==> config.mk <==
export PLATFORM = sky130hd
export DESIGN_NAME = fifo_read_ctrl
export DESIGN_NICKNAME = d
export VERILOG_FILES = /design/src/rtl/fifo_read_ctrl.sv
export SDC_FILE = /design/constraint.sdc
export NUM_CORES = 1
export LEC_CHECK = 0
export CAP_MARGIN = 15
export CORE_ASPECT_RATIO = 1.1
export CORE_MARGIN = 2
export CORE_UTILIZATION = 40
export CTS_BUF_LIST = sky130_fd_sc_hd__clkbuf_8
export CTS_CLUSTER_DIAMETER = 80
export CTS_CLUSTER_SIZE = 24
export DETAILED_ROUTE_END_ITERATION = 8
export PLACE_DENSITY = 0.66
export RECOVER_POWER = 100
export SKIP_CTS_REPAIR_TIMING = 1
export SLEW_MARGIN = 15
export SYNTH_ARGS = -nofsm -noshare
export SYNTH_HDL_FRONTEND = slang
export SYNTH_SLANG_ARGS = --single-unit
==> constraint.sdc <==
create_clock -name clk -period 2.81 [get_ports clk]
set_input_delay 0.562 -clock clk [delete_from_list [all_inputs] [get_ports clk]]
set_output_delay 0.562 -clock clk [all_outputs]
set_load 0.02 [all_outputs]
==> src/rtl/fifo_read_ctrl.sv <==
// Read-side controller for a per-port packet FIFO. It walks each committed entry through
// the memory's combinational read port and streams the bytes out on a valid/ready link.
module fifo_read_ctrl #(
  parameter int unsigned DEPTH     = 3,
  parameter int unsigned WIDTH     = 11,
  parameter int unsigned UWIDTH    = 8,
  parameter int unsigned PTR_SZ    = 2,
  parameter int unsigned PTR_IN_SZ = 4
) (
  input  logic                 clk,
  input  logic                 resetn,
  input  logic                 pkt_commit,
  output logic                 read_en,
  output logic [PTR_SZ-1:0]    raddr,
  output logic [PTR_IN_SZ-1:0] raddr_in,
  input  logic [UWIDTH-1:0]    rdata,
  output logic [UWIDTH-1:0]    tx_data,
  output logic                 tx_valid,
  input  logic                 tx_ready,
  output logic                 tx_last,
  output logic                 pkt_release,
  output logic [PTR_SZ:0]      count,
  output logic                 len_err,
  output logic                 ovf
);

  localparam int unsigned CntW = PTR_SZ + 1;
  localparam int unsigned IdxW = PTR_IN_SZ + 1;

  localparam logic [UWIDTH-1:0]    MaxLenU  = UWIDTH'(WIDTH - 2);
  localparam logic [PTR_IN_SZ-1:0] MaxLenI  = PTR_IN_SZ'(WIDTH - 2);
  localparam logic [CntW-1:0]      DepthCnt = CntW'(DEPTH);
  localparam logic [PTR_SZ-1:0]    LastPtr  = PTR_SZ'(DEPTH - 1);

  typedef enum logic [1:0] {StIdle, StLen, StSend, StDrain} state_e;

  state_e                state_q, state_d;
  logic [PTR_SZ-1:0]     rd_ptr_q, rd_ptr_d;
  logic [CntW-1:0]       count_q, count_d;
  logic [PTR_IN_SZ-1:0]  len_q, len_d;
  logic [PTR_IN_SZ-1:0]  idx_q, idx_d;
  logic [UWIDTH-1:0]     tx_data_q, tx_data_d;
  logic                  tx_valid_q, tx_valid_d;
  logic                  tx_last_q, tx_last_d;
  logic                  release_q, release_d;
  logic                  len_err_q, len_err_d;
  logic                  ovf_q, ovf_d;

  logic [IdxW-1:0] idx_ext;
  logic [IdxW-1:0] last_idx;
  logic            load;
  logic            is_last;

  assign idx_ext  = {1'b0, idx_q};
  assign last_idx = {1'b0, len_q} + IdxW'(1);
  assign is_last  = (idx_ext == last_idx);
  // A new byte may be loaded whenever the output register is empty or being drained.
  assign load     = (state_q == StSend) && (idx_ext <= last_idx) && (!tx_valid_q || tx_ready);

  always_comb begin
    state_d    = state_q;
    rd_ptr_d   = rd_ptr_q;
    len_d      = len_q;
    idx_d      = idx_q;
    tx_data_d  = tx_data_q;
    tx_valid_d = tx_valid_q;
    tx_last_d  = tx_last_q;
    release_d  = 1'b0;
    len_err_d  = 1'b0;
    read_en    = 1'b0;
    raddr_in   = '0;

    case (state_q)
      StIdle: begin
        if (count_q != '0) begin
          state_d = StLen;
        end
      end
      StLen: begin
        read_en  = 1'b1;
        raddr_in = PTR_IN_SZ'(1);
        if (rdata > MaxLenU) begin
          len_d     = MaxLenI;
          len_err_d = 1'b1;
        end else begin
          len_d = PTR_IN_SZ'(rdata);
        end
        idx_d   = '0;
        state_d = StSend;
      end
      StSend: begin
        raddr_in = idx_q;
        if (load) begin
          read_en    = 1'b1;
          tx_data_d  = rdata;
          tx_valid_d = 1'b1;
          tx_last_d  = is_last;
          idx_d      = idx_q + PTR_IN_SZ'(1);
          if (is_last) begin
            state_d = StDrain;
          end
        end
      end
      StDrain: begin
        if (tx_ready) begin
          tx_valid_d = 1'b0;
          tx_last_d  = 1'b0;
          release_d  = 1'b1;
          rd_ptr_d   = (rd_ptr_q == LastPtr) ? '0 : rd_ptr_q + PTR_SZ'(1);
          state_d    = StIdle;
        end
      end
      default: state_d = StIdle;
    endcase
  end

  // Occupancy: a same-cycle commit and release cancel, so a commit is only dropped when
  // the FIFO is full and nothing is leaving.
  always_comb begin
    count_d = count_q;
    ovf_d   = ovf_q;
    if (pkt_commit && !release_d) begin
      if (count_q == DepthCnt) begin
        ovf_d = 1'b1;
      end else begin
        count_d = count_q + CntW'(1);
      end
    end else if (!pkt_commit && release_d) begin
      count_d = count_q - CntW'(1);
    end
  end

  always_ff @(posedge clk or negedge resetn) begin
    if (!resetn) begin
      state_q    <= StIdle;
      rd_ptr_q   <= '0;
      count_q    <= '0;
      len_q      <= '0;
      idx_q      <= '0;
      tx_data_q  <= '0;
      tx_valid_q <= 1'b0;
      tx_last_q  <= 1'b0;
      release_q  <= 1'b0;
      len_err_q  <= 1'b0;
      ovf_q      <= 1'b0;
    end else begin
      state_q    <= state_d;
      rd_ptr_q   <= rd_ptr_d;
      count_q    <= count_d;
      len_q      <= len_d;
      idx_q      <= idx_d;
      tx_data_q  <= tx_data_d;
      tx_valid_q <= tx_valid_d;
      tx_last_q  <= tx_last_d;
      release_q  <= release_d;
      len_err_q  <= len_err_d;
      ovf_q      <= ovf_d;
    end
  end

  assign raddr       = rd_ptr_q;
  assign tx_data     = tx_data_q;
  assign tx_valid    = tx_valid_q;
  assign tx_last     = tx_last_q;
  assign pkt_release = release_q;
  assign count       = count_q;
  assign len_err     = len_err_q;
  assign ovf         = ovf_q;

endmodule

# [Yosys cells after proc, flatten, opt, wreduce, memory -nomap -nowiden]
# Cells that the tools add are included.
[totals] register_bits=28 latch_bits=0 mem_bits_rw=0 mem_bits_ro=0 in_bits=12 output_inout_bits=23 elab_cells=73 n_memories=0
[classes] add_sub_neg=5 multipliers=0 div_mod_pow=0 order_cmp=2 n_eq_ne=11 shifts=0 mux=24 bitwise=0 reduce_logical=20
[ops] op="$pmux 4 s2" count=2
[ops] op="$mux 2" count=5
[ops] op="$ne 2x2->1 const B" count=5
[ops] op="$reduce_and 2->1" count=5
[ops] op="$mux 3" count=3
[ops] op="$gt 8x4->1 const B" count=1
[ops] op="$mux 1" count=8
[ops] op="$mux 4" count=2
[ops] op="$pmux 2 s4" count=1
[ops] op="$eq 2x2->1 const B" count=3
[ops] op="$pmux 1 s2" count=3
[ops] op="$reduce_bool 2->1" count=3
[ops] op="$add 4x1->5 const B" count=1
[ops] op="$eq 4x5->1" count=1
[ops] op="$le 4x5->1" count=1
[ops] op="$add 4x1->4 const B" count=1
[ops] op="$logic_and 1x1->1" count=4
[ops] op="$reduce_and 4->1" count=1
[ops] op="$add 3x1->3 const B" count=1
[ops] op="$eq 3x2->1 const B" count=1
[ops] op="$logic_not 1->1" count=3
[ops] op="$reduce_and 3->1" count=1
[ops] op="$reduce_bool 3->1" count=1
[ops] op="$sub 3x1->3 const B" count=1
[ops] op="other kinds (4)" count=4

# [Longest topological paths before layout]
[depth] word_depth=6 ltp_mapped=9 ltp_nobuf=8

# [Least setup slack after synthesis]
# OpenSTA, ideal clock, no wires.
[synth_timing] path_type="register to output" startpoint="reg len_q[0]" endpoint="out read_en" t_arrival_ns=2.048 required_time_ns=2.248 setup_slack_ns=0.200 path_stages_with_launch=9 n_path_buf=1 cell_sequence="dfrtp_1 -> ha_1 -> xnor2_1 -> ha_1 -> and4b_1 -> a211oi_2 -> o211a_1 -> buf_4 -> o21a_1"
[synth_via] elab_chain_cells=6
[synth_lines] item="from (decl)" line="40" text="logic [PTR_IN_SZ-1:0] len_q, len_d;"
[synth_lines] item="from (signal assigned)" line="150" text="len_q <= len_d;"
[synth_lines] item="$add 4x1->5" line="55" text="assign last_idx = {1'b0, len_q} + IdxW'(1);"
[synth_lines] item="$le 4x5->1" line="58" text="assign load = (state_q == StSend) && (idx_ext <= last_idx) && (!tx_valid_q || tx_ready);"
[synth_lines] item="$logic_and 1x1->1 (2 in a row)" line="58"
[synth_lines] item="$mux 1" line="93" text="if (load) begin"
[synth_lines] item="$pmux 1 s2" line="73" text="case (state_q)"
[synth_lines] item="to (decl)" line="13" text="output logic read_en,"
# No other way between the ends.

# [Final worst setup path]
# Ends and elaborated chain as after synthesis.

==> results.sh <==
export IMPL_grt_pass1_vias=1239
export IMPL_die_h_um=69.6
export IMPL_cts_max_level=1
export IMPL_ant_nets=0
export IMPL_cp_startpoint="len_q[0]$_DFFE_PN0N_"
export IMPL_setup_ws_ns=0.0216
export IMPL_post_drt_wl_per_cell_um=13.9
export IMPL_hpwl_mm=2.60
export IMPL_cap_viol_max_count=1
export IMPL_synth_warnings=0
export IMPL_die_w_um=63.6
export IMPL_regToRegStartpoint="len_q[0]$_DFFE_PN0N_"
export IMPL_vias=1237
export IMPL_relSlewSlack=0.00114
export IMPL_final_max_slew_viol_count=0
export IMPL_crit_fanout=3
export IMPL_critPathLaunchType="flop"
export IMPL_fmax_mhz=359
export IMPL_hold_path_class="reg -> reg"
export IMPL_drive_gt1_frac=0.123
export IMPL_cts_root_buf="clkbuf_8"
export IMPL_finalCritPeriodShare=0.992
export IMPL_drt_iter0_drc=49
export IMPL_ys_seq_area_frac=0.448
export IMPL_r2r_end="idx_q[3]$_DFFE_PN0P_"
export IMPL_grt_first_pass_wirelength_mm=5.80
export IMPL_synth_area_leaders="dfrtp_1 (45%), ha_1 (8.8%), mux2_2 (6.5%)"
export IMPL_hold_viol_final=0
export IMPL_postSynthAreaPerCell_um2=10.2
export IMPL_crit_required_ns=2.25
export IMPL_layout_common_cells="dfrtp_1 (28), dlygate4sd3_1 (21), inv_1 (14)"
export IMPL_rsz0062_at_grt="yes"
export IMPL_status="finished with violations"
export IMPL_cp_slowest_cell="dfrtp_1"
export IMPL_drc=0
export IMPL_hold_path_end="ovf$_DFFE_PN0P_"
export IMPL_worst_pin_slew_ns=1.50
export IMPL_synthesis_area_um2=1570
export IMPL_drt_pass1_iterations=4
export IMPL_core_area_um2=3710
export IMPL_gp_congestion=0.781
export IMPL_crit_type="reg -> out"
export IMPL_clockBufferDepth=2
export IMPL_dp_slack_ns=-0.166
export IMPL_clock_sinks=28
export IMPL_final_net_count=220
export IMPL_layout_commonest_cell="dfrtp_1"
export IMPL_n_antenna_cell=0
export IMPL_synth_compound_area_frac=0.151
export IMPL_r2r_slack_ns=0.23
export IMPL_cp_arrival_ns=2.23
export IMPL_synth_mux_area_frac=0.0903
export IMPL_worstHoldStart="ovf$_DFFE_PN0P_"
export IMPL_whs_ns=0.476
export IMPL_ys_types=42
export IMPL_cts_tree="yes"
export IMPL_synthCells=154
export IMPL_antenna_found_initial=0
export IMPL_ir_drop_mv=0.518
export IMPL_worstSetupEndpointType="output pin"
export IMPL_grt_ovfl_total=0
export IMPL_clock_latency_ns=0.27
export IMPL_p_leak_nw=0.939
export IMPL_synthXorXnorAreaFrac=0.0112
export IMPL_dpl_cell_area_um2=2000
export IMPL_synth_ff_type="dfrtp_1"
export IMPL_crit_path_max_incr_delay_ns=0.41
export IMPL_worstPathCellList="ha_2, xnor2_1, ha_1, a21o_1, a211oi_2, o211a_1, o21a_1, buf_4"
export IMPL_power_density_nw_per_um2=1110
export IMPL_synth_simple_gate_area_frac=0.145
export IMPL_grt_max_degree=29
export IMPL_via_per_inst=5.05
export IMPL_violations="capacitance limit"
export IMPL_synth_top_family_by_area="compound AO/OA/AOI/OAI gates"
export IMPL_clk_pin_slew_ns=0.10
export IMPL_pin_count=35
export IMPL_syn_num_nets=178
export IMPL_io_buffer_count=34
export IMPL_worstHoldPathCells=2
export IMPL_stdcell_area_um2=2060
export IMPL_num_rows=23
export IMPL_floorplan_initialDensity=0.422
export IMPL_fin_crit_ns=2.79
export IMPL_synth_edff_count=0
export IMPL_synth_fa_ha_area_frac=0.101
export IMPL_die_area_um2=4430
export IMPL_dp_cells=240
export IMPL_area_growth_pct=31.6
export IMPL_postSynth_asyncResetShare=1.00
export IMPL_synth_top_area_cell="dfrtp_1"
export IMPL_setup_tns_final_ns=0
export IMPL_synth_top_area_frac=0.448
export IMPL_setup_viol=0
export IMPL_grtUsageTotal=0.162
export IMPL_numCtsBuffers=3
export IMPL_fin_skew_ns=0.00475
export IMPL_ys_ff_latch=28
export IMPL_rr_worst_depth=9
export IMPL_stdcell_count=245
export IMPL_finalWirelength_mm=3.40
state kept, by name, summed over array words and instances (netlist names):
register,cells
len_err,1
tx_last,1
tx_valid,1
len_q,4
idx_q,4
tx_data,8
state_q,2
count,3
pkt_release,1
ovf,1
raddr,2
kinds of logic (layout without fill, tap and decap cells):
family | Yosys count | count (layout)
mux | 13 | 13
compound gates | 35 | 35
simple gates | 44 | 44
fa+ha+maj | 12 | 12
flops | 28 | 28
xor+xnor | 2 | 2
buf+inv | 20 | 61
critical path: cells and delay by family, from the launching register on:
family,cells,cell delay (ns)
adders and majority gates,2,0.53
xor gates and xnor gates,1,0.12
buffers and inverters,1,0.13
AOI/OAI and AO/OA,4,0.77
DFF,1,0.41
per-stage QoR:
stage | power (mW) | utilization
after floorplan | 1.53 | -
after global placement | 1.98 | 0.538
after detailed placement | 2.02 | 0.538
after CTS | 2.35 | 0.557
after global routing | 2.46 | 0.555
final | 2.28 | 0.555
power by group:
group	switching [mW]	internal [mW]
Sequential	0.145	0.572
Combinational	0.669	0.575
Clock	0.129	0.191
Total	0.943	1.34
layout make-up:
type / instances / area, um^2
Clock buffer: 3 / 41.3
Clock inverter: 1 / 30.0
Tap cell: 50 / 62.6
Timing Repair Buffer: 43 / 388
Multi-Input combinational cell: 106 / 785
Inverter: 14 / 52.6
Fill cell: 327 / 1650
Sequential cell: 28 / 701
cell usage after synthesis (2+ instances only):
cell type,n
nand2_1,11
or2b_1,2
or4_1,2
o21ai_0,8
nor2b_1,2
buf_4,2
a31oi_1,5
a21o_1,2
ha_1,11
nand3_1,9
dfrtp_1,28
and3_1,3
mux2_2,9
mux2i_1,4
inv_1,14
nor2_1,7
o211ai_1,2
nand4_1,2
a21oi_1,6
clkbuf_1,3
per-layer routing:
layer / up-vias / global-route usage / share of wire
met5: - / 0 / 0
met4: 0 / 0.0531 / 0.0071
met3: 2 / 0.0244 / 0.024
met2: 16 / 0.282 / 0.51
met1: 585 / 0.205 / 0.45
li1: 634 / - / -
worst max path at each step:
stage | to | cells past startpoint | slack (ns)
floorplan | read_en | 8 | 0.20
global placement | read_en | 8 | -0.08
detailed placement | read_en | 8 | -0.17
CTS | read_en | 8 | -0.48
global route | read_en | 8 | -0.05
finish | read_en | 8 | 0.02
No activity file was read; power rests on OpenSTA's default activity.
